File: src/rtl/ps2_host_tx.sv
// ps2_host_tx: PS/2 host-to-device byte transmitter (inhibit, request-to-send, shift, ACK check).
// Optional request-to-ACK timeout enabled by defining PS2_HOST_TX_TIMEOUT_EN.
module ps2_host_tx #(
  parameter int INHIBIT_CYCLES = 5000,
  parameter int TIMEOUT_CYCLES = 750000
) (
  input  logic       clk,
  input  logic       reset_n,
  input  logic       send,
  input  logic [7:0] tx_data,
  input  logic       ps2_clk_in,
  input  logic       ps2_dat_in,
  output logic       ps2_clk_oe,
  output logic       ps2_dat_oe,
  output logic       ready,
  output logic       done,
  output logic       ack_err
);
  localparam int CW = $clog2(INHIBIT_CYCLES + TIMEOUT_CYCLES + 1);
  localparam logic [2:0] IDLE      = 3'd0;
  localparam logic [2:0] INHIBIT   = 3'd1;
  localparam logic [2:0] REQ       = 3'd2;
  localparam logic [2:0] SHIFT     = 3'd3;
  localparam logic [2:0] ACK       = 3'd4;
  localparam logic [2:0] WAIT_IDLE = 3'd5;
  localparam logic [2:0] DONE      = 3'd6;
  logic [2:0]    state;
  logic [CW-1:0] cnt;
  logic [9:0]    sr;
  logic [3:0]    idx;
  logic          err_pend;
  logic          clk_s1, clk_s2, clk_d, dat_s1, dat_s2;
  logic          fall;
  assign fall = clk_d & ~clk_s2;
  // sr holds {stop, parity, data}; shifting in ones makes the stop bit fall out naturally
  always_ff @(posedge clk) begin
    if (!reset_n) begin
      state      <= IDLE;
      cnt        <= '0;
      sr         <= '1;
      idx        <= '0;
      err_pend   <= 1'b0;
      {clk_s1, clk_s2, clk_d} <= 3'b111;
      {dat_s1, dat_s2}        <= 2'b11;
      ps2_clk_oe <= 1'b0;
      ps2_dat_oe <= 1'b0;
      ready      <= 1'b1;
      done       <= 1'b0;
      ack_err    <= 1'b0;
    end else begin
      {clk_s1, clk_s2, clk_d} <= {ps2_clk_in, clk_s1, clk_s2};
      {dat_s1, dat_s2}        <= {ps2_dat_in, dat_s1};
      done    <= 1'b0;
      ack_err <= 1'b0;
      case (state)
        IDLE: if (send) begin
          sr         <= {1'b1, ~^tx_data, tx_data};
          cnt        <= '0;
          ready      <= 1'b0;
          ps2_clk_oe <= 1'b1;
          state      <= INHIBIT;
        end
        INHIBIT: if (cnt == CW'(INHIBIT_CYCLES - 1)) begin
          ps2_dat_oe <= 1'b1;
          cnt        <= '0;
          state      <= REQ;
        end else cnt <= cnt + 1'b1;
        REQ: begin
          ps2_clk_oe <= 1'b0;
          idx        <= '0;
          state      <= SHIFT;
        end
        SHIFT: if (fall) begin
          ps2_dat_oe <= ~sr[0];
          sr         <= {1'b1, sr[9:1]};
          idx        <= idx + 4'd1;
          if (idx == 4'd9) state <= ACK;
        end
        ACK: if (fall) begin
          err_pend <= dat_s2;
          state    <= WAIT_IDLE;
        end
        WAIT_IDLE: if (clk_s2 && dat_s2) begin
          done    <= 1'b1;
          ack_err <= err_pend;
          state   <= DONE;
        end
        DONE: begin
          ready <= 1'b1;
          state <= IDLE;
        end
        default: begin
          ps2_clk_oe <= 1'b0;
          ps2_dat_oe <= 1'b0;
          ready      <= 1'b1;
          state      <= IDLE;
        end
      endcase
`ifdef PS2_HOST_TX_TIMEOUT_EN
      if (state inside {REQ, SHIFT, ACK, WAIT_IDLE}) begin
        if (cnt == CW'(TIMEOUT_CYCLES - 1)) begin
          ps2_clk_oe <= 1'b0;
          ps2_dat_oe <= 1'b0;
          done       <= 1'b1;
          ack_err    <= 1'b1;
          state      <= DONE;
        end else cnt <= cnt + 1'b1;
      end
`endif
    end
  end
endmodule
File: config.mk
export PLATFORM = sky130hd
export DESIGN_NAME = ps2_host_tx
export DESIGN_NICKNAME = d
export VERILOG_FILES = /design/src/rtl/ps2_host_tx.sv
export SDC_FILE = /design/constraint.sdc
export NUM_CORES = 1
export LEC_CHECK = 0
export CORE_ASPECT_RATIO = 1.4
export CORE_UTILIZATION = 41
export DETAILED_ROUTE_END_ITERATION = 6
export PLACE_DENSITY = 0.66
export SLEW_MARGIN = 20
export SYNTH_ARGS = -nofsm -noshare
export SYNTH_HDL_FRONTEND = slang
export SYNTH_SLANG_ARGS = --single-unit
File: constraint.sdc
create_clock -name clk -period 6.37 [get_ports clk]
set_clock_uncertainty 0.15 [all_clocks]
set_input_delay 1.274 -clock clk [delete_from_list [all_inputs] [get_ports clk]]
set_output_delay 1.274 -clock clk [all_outputs]
set_load 0.005 [all_outputs]
==> flow_metrics.tcl, run 1 <==
set metrics [dict create \
    status "complete, no violations" \
    powerDensity_nw_per_um2 216 \
    dieArea_sq_um 6220 \
    area.growth.synth_to_final_pct 11.5 \
    rows 32 \
    path_max_fanout 37 \
    slew_headroom 0.513 \
    syn_area_sq_um 2420 \
    drc_errors 0 \
    cts_tree "yes" \
    clockBufferDepth 2 \
    avgSynthCellArea_sq_um 8.38 \
    gp_congestion 0.868 \
    hpwlAfterDp_microns 3620 \
    vias_per_cell 5.90 \
    fin_nets 312 \
    finalHoldViolCount 0 \
    endpoint_kind "flip-flop" \
    ys.flop_type "dfxtp_1" \
    cts_root_buf "clkbuf_8" \
    syn_inst 289 \
    async_reset_ff_frac 0 \
    critical_path.max_stage_delay_ns 0.72 \
    post-cts-setup-buffers 0 \
    crit_path_start_kind "primary input" \
    htreeDepth 2 \
    drt-pass1-iter-count 4 \
    peakVddDrop_mv 0.130 \
    grt_start_max_net_pins 38 \
    path_cells "clkdlybuf4s50_1 -> buf_4 -> clkinv_1 -> nor2_1 -> a31oi_1 -> mux2i_1" \
    syn_nets 305 \
    yosysTopAreaCell "dfxtp_1" \
    die_h_microns 92.9 \
    cp_top_family "buffers and inverters" \
    cp.arrival_ns 3.62 \
    grt.total_usage 0.188 \
    grt_pass1_vias 2027 \
    start_util 0.432 \
    synth-seq-area-share 0.389 \
    clock_latency_ns 0.30 \
    holdBufCountCts 0 \
    holdPathStages 1 \
    core_area_sq_um 5610 \
    path_depth 6 \
    required_ns 6.44 \
    numPortBuffers 17 \
    period_needed_ns 3.55 \
    wl_microns 5280 \
    drv_cap 0 \
    min_path_type "reg -> reg" \
    worstMarginPinSlew_ns 0.723 \
    period_share 0.557 \
    grt_pass1_wl_microns 9060 \
    rsz0062_at_grt "no" \
    final_core_util 0.481 \
    synth-seq-cells 47 \
    p_leak_nw 0.937 \
    cts_num_sinks 47 \
    synth_top_cell_area_share 0.389 \
    layout-drive-gt1-share 0.0642 \
    synth_edf_count 0 \
    ys_warn_count 0 \
    n_antenna_cell 0 \
    antenna_found_initial 0 \
    wl_per_cell_microns 14.5 \
    cts_made_buffers 5 \
    drv_slew 0 \
    fmax_ghz 0.282 \
    setup_viol 0 \
    r2r_cells 5 \
    vias 2147 \
    synth.top_cells.by_area "dfxtp_1 (39%), mux2i_1 (5.8%), nand2_1 (5.3%), nand3_1 (4.1%), o211ai_1 (3.7%)" \
    crit_type "in -> reg" \
    setup_tns_ns 0 \
    worst_hold_slack_ns 0.260 \
    clk_pin_slew_ns 0.08 \
    cts-resized-gates 0 \
    synth_cell_types 47 \
    globalRouteOverflowTotal 0 \
    ant_nets 0 \
    num_io_pins 18 \
    die_w_microns 66.9 \
    dr.first_iter.drc_count 94 \
    critPathBufInv 3 \
    crit_slowest_cell "nor2_1" \
]
[sequential cells by signal (all words and copies together) (netlist names), 3 cells and up]
name,cells
state,3
cnt,20
idx,4
sr,9
[stage by stage]
stage | area [sq um] | worst slack (ns) | instances | power (mW)
2_1_floorplan | 2420 | 3.59 | 289 | 0.359
3_3_place_gp | 2600 | 2.55 | 357 | 0.376
3_5_place_dp | 2600 | 2.48 | 357 | 0.377
4_1_cts | 2700 | 2.79 | 364 | 0.590
5_1_grt | 2700 | 2.56 | 364 | 0.608
6_report | 2700 | 2.82 | 364 | 0.582
[power breakdown]
part / internal [mW] / switching, mW
clock network: 0.115 / 0.0969
logic: 0.0280 / 0.0309
registers: 0.303 / 0.00829
total: 0.446 / 0.136
[path summary, 6_finish.rpt]
kind / from / end / slack [ns]
max: reset_n / cnt[14] / 2.82
min: clk_s1 / clk_s2 / 0.26
max reg2reg: state[0] / cnt[12] / 3.89
min reg2reg: clk_s1 / clk_s2 / 0.26
[layout make-up]
cell class                 instances  area, sq um
inverter                           7         26.3
sequential                        47          941
fill                             572         2910
clock buffer                       6         72.6
timing repair buffer              19          185
tap                               68         85.1
multi-input combinational        216         1360
clock inverter                     1         30.0
[Yosys cell counts (3+ instances only)]
cell type  number
buf_2           3
inv_1           6
nand2_1        34
a22oi_1         5
ha_1            3
mux2i_1        14
clkbuf_1       11
nor3_1          6
o21ai_0        10
o211ai_1       12
buf_6           3
xor2_1          3
a21o_1          3
or2_2           3
nand2b_1        8
and2_1          3
nand3_1        20
nor2_1         16
or4b_1          3
and3_1          3
nor4_1          5
dfxtp_1        47
a31oi_1        14
xnor2_1         6
nand3b_1        4
a21oi_1        10
nand4_1        10
[worst register-to-register path, cell delays in order (launching register included)]
cell      delay, ns
dfxtp_1        0.76
nand2_1        0.29
a21oi_2        0.43
buf_4          0.34
o21ai_0        0.15
a311oi_1       0.27
[logic make-up after synthesis]
group / after synthesis / synth area share
flip-flops: 47 / 0.389
XOR/XNOR: 9 / 0.0326
AND/OR/NAND/NOR: 125 / 0.273
AO/OA/AOI/OAI: 65 / 0.181
multiplexers: 14 / 0.0579
buffers and inverters: 26 / 0.0517
adder cells (fa/ha/maj): 3 / 0.0155
[routing by layer]
layer / share of wire / wire, microns / GRT usage
met1: 0.42 / 2240 / 0.215
met3: 0.034 / 182 / 0.0320
met2: 0.51 / 2710 / 0.328
met4: 0.030 / 156 / 0.0887
met5: 0 / 0 / 0
[cell usage in the layout (no fill, tap or decap), types with 4 or more instances in the layout]
master / count
nor3_1: 6
xnor2_1: 6
dfxtp_1: 47
clkdlybuf4s50_1: 17
inv_1: 6
nor2_1: 16
o21ai_0: 10
nand2_1: 34
nand4_1: 10
a31oi_1: 14
a22oi_1: 5
nand3_1: 20
clkbuf_8: 5
o211ai_1: 12
nand3b_1: 4
nand2b_1: 8
nor4_1: 5
mux2i_1: 14
a21oi_1: 9
Note: power is estimated with default switching activity, not from simulation.
==> run 2, diff against run 1 <==
Clock period 6.37 ns to 3.5 ns, I/O delays scaled along.
==> run 2 against run 1 <==
Net effect:
- first-iteration DRC count rose by 26%
- power grew 79%
- worst hold slack better by 0.00078 ns
- critical path depth shrank 1
- non-clock buffer count increased by 3
- flip-flop and latch count stayed put
- design area up 0.74%
- register-to-register slack lost 3.0 ns
- global-route usage is 0.69 points higher
- critical path type is now reg -> reg
- critical endpoint is now cnt[15]
- largest power group unchanged
- highest routed layer unchanged
==> flow_metrics.tcl, run 2 (synthesized netlist as in run 1, its figures left out) <==
set metrics [dict create \
    status "complete, no violations" \
    reg2reg_from "state[0]" \
    hpwlAfterDp_microns 3660 \
    vias_per_cell 5.97 \
    period_needed_ns 2.63 \
    grt_pass1_wl_microns 9470 \
    grt_pass1_vias 2091 \
    path_cells "nand2_1 -> a21oi_2 -> buf_4 -> or3b_2 -> a31oi_1" \
    critical_path.max_stage_delay_ns 0.74 \
    ant_nets 0 \
    r2r_slack_ns 0.87 \
    worstMarginPinSlew_ns 0.650 \
    holdBufCountCts 0 \
    core_area_sq_um 5610 \
    cts_made_buffers 5 \
    biggestRegsByFlops "cnt (20), sr (9), idx (4)" \
    setup_viol 0 \
    clock_latency_ns 0.30 \
    r2r_end "cnt[15]" \
    dr.first_iter.drc_count 118 \
    period_share 0.750 \
    die_h_microns 92.9 \
    start_util 0.432 \
    clockBufferDepth 2 \
    rows 32 \
    cts_root_buf "clkbuf_8" \
    wl_microns 5370 \
    crit_slowest_cell "dfxtp_1" \
    grt_start_max_net_pins 37 \
    htreeDepth 2 \
    slew_headroom 0.566 \
    placedCellCount 360 \
    area.growth.synth_to_final_pct 12.3 \
    drt-pass1-iter-count 4 \
    cp.arrival_ns 2.70 \
    grt.total_usage 0.195 \
    setup_tns_ns 0 \
    fill_cells 549 \
    finalHoldViolCount 0 \
    seqCellArea_sq_um 941 \
    regMostFlops "cnt" \
    cts_tree "yes" \
    rsz0062_at_grt "no" \
    crit_start "state[0]" \
    numPortBuffers 17 \
    largest_register_ffs 20 \
    crit_path_start_kind "flip-flop" \
    min_path_type "reg -> reg" \
    p_leak_nw 0.952 \
    r2r_cells 5 \
    instances_no_fill 368 \
    vias 2197 \
    die_w_microns 66.9 \
    antenna_found_initial 0 \
    globalRouteOverflowTotal 0 \
    post-cts-setup-buffers 0 \
    fin_nets 315 \
    gp_congestion 0.814 \
    layout-drive-gt1-share 0.0767 \
    layout_common_cells "dfxtp_1 (47), nand2_1 (34), nand3_1 (20), clkdlybuf4s50_1 (17), nor2_1 (16)" \
    n_antenna_cell 0 \
    critPathBufInv 1 \
    multi_input_area_sq_um 1360 \
    path_max_fanout 21 \
    drc_errors 0 \
    num_io_pins 18 \
    dieArea_sq_um 6220 \
    cts-resized-gates 0 \
    drv_cap 0 \
    worstHoldStart "dat_s1" \
    cp_top_family "flip-flops" \
    wl_per_cell_microns 14.6 \
    crit_type "reg -> reg" \
    required_ns 3.58 \
    clk_pin_slew_ns 0.09 \
    drv_slew 0 \
    cts_num_sinks 47 \
    powerDensity_nw_per_um2 383 \
    fmax_ghz 0.381 \
    peakVddDrop_mv 0.245 \
    holdPathStages 1 \
    final_common_cell "dfxtp_1" \
    endpoint_kind "flip-flop" \
    holdPathEnd "dat_s2" \
]
-- run 2: stage by stage --
step	instance area, sq um	power, mW	hold slack (ns)	utilization	setup WS, ns
2_1_floorplan	2420	0.652	0.236	-	1.30
3_3_place_gp	2620	0.688	0.240	0.467	0.915
3_5_place_dp	2620	0.690	0.245	0.467	0.876
4_1_cts	2720	1.05	0.267	0.485	0.878
5_1_grt	2720	1.09	0.300	0.485	0.647
6_report	2720	1.04	0.260	0.485	0.874
-- run 2: layout make-up --
| cell class | instances | share of cell area |
|---|---|---|
| Multi-Input combinational cell | 216 | 0.500 |
| Clock buffer | 8 | 0.0368 |
| Timing Repair Buffer | 22 | 0.0764 |
| Tap cell | 68 | 0.0313 |
| Sequential cell | 47 | 0.346 |
| Inverter | 7 | 0.00966 |
-- run 2: metal layers --
metal / vias up / part of all wire / global-route usage
met5: - / 0 / 0
met4: 0 / 0.020 / 0.0869
met3: 10 / 0.046 / 0.0369
met2: 65 / 0.51 / 0.324
met1: 1041 / 0.42 / 0.237
li1: 1081 / - / -
-- run 2: worst max path at each step --
stage	endpoint	slack, ns	cells past startpoint
global placement	cnt[14]	0.91	4
floorplan	cnt[10]	1.30	4
CTS	cnt[15]	0.88	5
detailed placement	cnt[10]	0.88	4
global route	cnt[15]	0.65	5
finish	cnt[15]	0.87	5
-- run 2: report_power, final --
group	total [mW]	internal, mW	switching, mW
combinational	0.111	0.0534	0.0579
sequential	0.566	0.552	0.0146
clock	0.364	0.181	0.184
-- run 2: worst reg2reg max path, delay by kind of cell (launching register included) --
kind	cells	cell delay, ns
flip-flops	1	0.74
AND/OR/NAND/NOR	2	0.74
buffers and inverters	1	0.32
AO/OA/AOI/OAI	2	0.59
==> run 3, diff against run 2 <==
Clock period 3.5 ns to 2.57 ns, I/O delays scaled along.
==> run 3 against run 2 <==
Net effect:
- die area unchanged
- sequential power up 35%
- critical path type unchanged
- design area up 2.3%
- highest routed layer unchanged
- clock power up 57%
- largest power group unchanged
- via count down 2.9%
- global-route usage down 0.27 points
- power up 44%
- first-iteration DRC count up 3.4%
==> flow_metrics.tcl, run 3 (synthesized netlist as in run 1, its figures left out) <==
set metrics [dict create \
    setup_viol 0 \
    drc_errors 0 \
    p_leak_nw 0.993 \
    rsz0062_at_grt "no" \
    required_ns 2.61 \
    crit_path_start_kind "flip-flop" \
    layout_common_cells "dfxtp_1 (47), nand2_1 (34), nand3_1 (20), clkdlybuf4s50_1 (17), nor2_1 (16)" \
    path_max_fanout 15 \
    period_share 0.847 \
    min_path_type "reg -> reg" \
    ant_nets 0 \
    htreeDepth 2 \
    rows 32 \
    cp_top_family "simple AND/OR/NAND/NOR gates" \
    final_common_cell "dfxtp_1" \
    instances_no_fill 374 \
    path_depth 6 \
    setup_tns_ns 0 \
    drv_cap 0 \
    reg2reg_from "cnt[5]" \
    crit_path_end "cnt[6]" \
    core_area_sq_um 5610 \
    dieArea_sq_um 6220 \
    clock_latency_ns 0.30 \
    biggestRegsByFlops "cnt (20), sr (9), idx (4)" \
    numPortBuffers 17 \
    critical_path.max_stage_delay_ns 0.54 \
    cts_tree "yes" \
    wl_per_cell_microns 14.6 \
    finalHoldViolCount 0 \
    largest_register_ffs 20 \
    r2r_slack_ns 0.39 \
    peakVddDrop_mv 0.281 \
    wl_microns 5450 \
    period_needed_ns 2.18 \
    endpoint_kind "flip-flop" \
    r2r_end "cnt[6]" \
    slew_headroom 0.642 \
    grt_pass1_wl_microns 9190 \
    crit_type "reg -> reg" \
    hpwlAfterDp_microns 3780 \
    r2r_cells 6 \
    gp_congestion 0.847 \
    cts_num_sinks 47 \
    cts_made_buffers 5 \
    clockBufferDepth 2 \
    drt-pass1-iter-count 4 \
    clk_pin_slew_ns 0.09 \
    fmax_ghz 0.459 \
    antenna_found_initial 0 \
    area.growth.synth_to_final_pct 14.9 \
    vias_per_cell 5.71 \
    holdBufCountCts 0 \
    cts_root_buf "clkbuf_8" \
    drv_slew 0 \
    regMostFlops "cnt" \
    placed_area_sq_um 2660 \
    critPathBufInv 1 \
    worst_hold_slack_ns 0.265 \
    fin_nets 321 \
    layout-drive-gt1-share 0.0980 \
    globalRouteOverflowTotal 0 \
    grt_start_max_net_pins 37 \
    cp.arrival_ns 2.21 \
    status "complete, no violations" \
    grt.total_usage 0.192 \
    final_area_sq_um 2780 \
    powerDensity_nw_per_um2 539 \
    path_cells "or4b_1 -> nor4_1 -> a21oi_2 -> buf_4 -> a31oi_1 -> o22ai_1" \
    crit_slowest_cell "or4b_1" \
    worstMarginPinSlew_ns 0.536 \
    grt_pass1_vias 2028 \
    start_util 0.432 \
    placedCellCount 366 \
    post-cts-setup-buffers 0 \
    vias 2134 \
    dr.first_iter.drc_count 122 \
    die_h_microns 92.9 \
    crit_start "cnt[5]" \
    n_antenna_cell 0 \
    die_w_microns 66.9 \
    cts-resized-gates 0 \
    num_io_pins 18 \
]
-- run 3: cell count changes in the layout (fill, tap and decap cells not counted) --
cell,before,now
bufinv_16,0,1
clkbuf_8,7,6
clkinv_2,0,1
clkbuf_1,1,0
buf_4,5,11
-- run 3: final cells by class --
cell class / count / area [sq um]
inverters: 7 / 26.3
fillers: 559 / 2820
well taps: 68 / 85.1
clock inverters: 2 / 35.0
repair buffers: 28 / 253
clock buffers: 6 / 82.6
flip-flops and latches: 47 / 941
multi-input cells: 216 / 1360
-- run 3: how the worst min path moves through the flow --
stage	cells past startpoint	endpoint	from
detailed placement	1	dat_s2	dat_s1
global placement	1	dat_s2	dat_s1
CTS	1	dat_s2	dat_s1
floorplan	1	clk_s2	clk_s1
finish	1	dat_s2	dat_s1
global route	1	dat_s2	dat_s1
-- run 3: routing by layer --
layer | GRT usage | wire length, microns | up-vias
met2 | 0.330 | 2720 | 36
li1 | - | - | 1094
met3 | 0.0320 | 139 | 13
met1 | 0.218 | 2390 | 991
met4 | 0.108 | 194 | 0
met5 | 0 | 0 | -
-- run 3: power breakdown --
part,internal (mW),switching [mW],total [mW]
logic,0.0773,0.0847,0.162
registers,0.751,0.0147,0.766
clock network,0.315,0.257,0.572
-- run 3: through the flow --
step	utilization	setup WS [ns]	power [mW]
floorplan	-	0.554	0.889
global placement	0.475	0.429	0.942
detailed placement	0.475	0.387	0.944
CTS	0.496	0.399	1.51
global route	0.496	0.183	1.56
finish	0.496	0.392	1.50
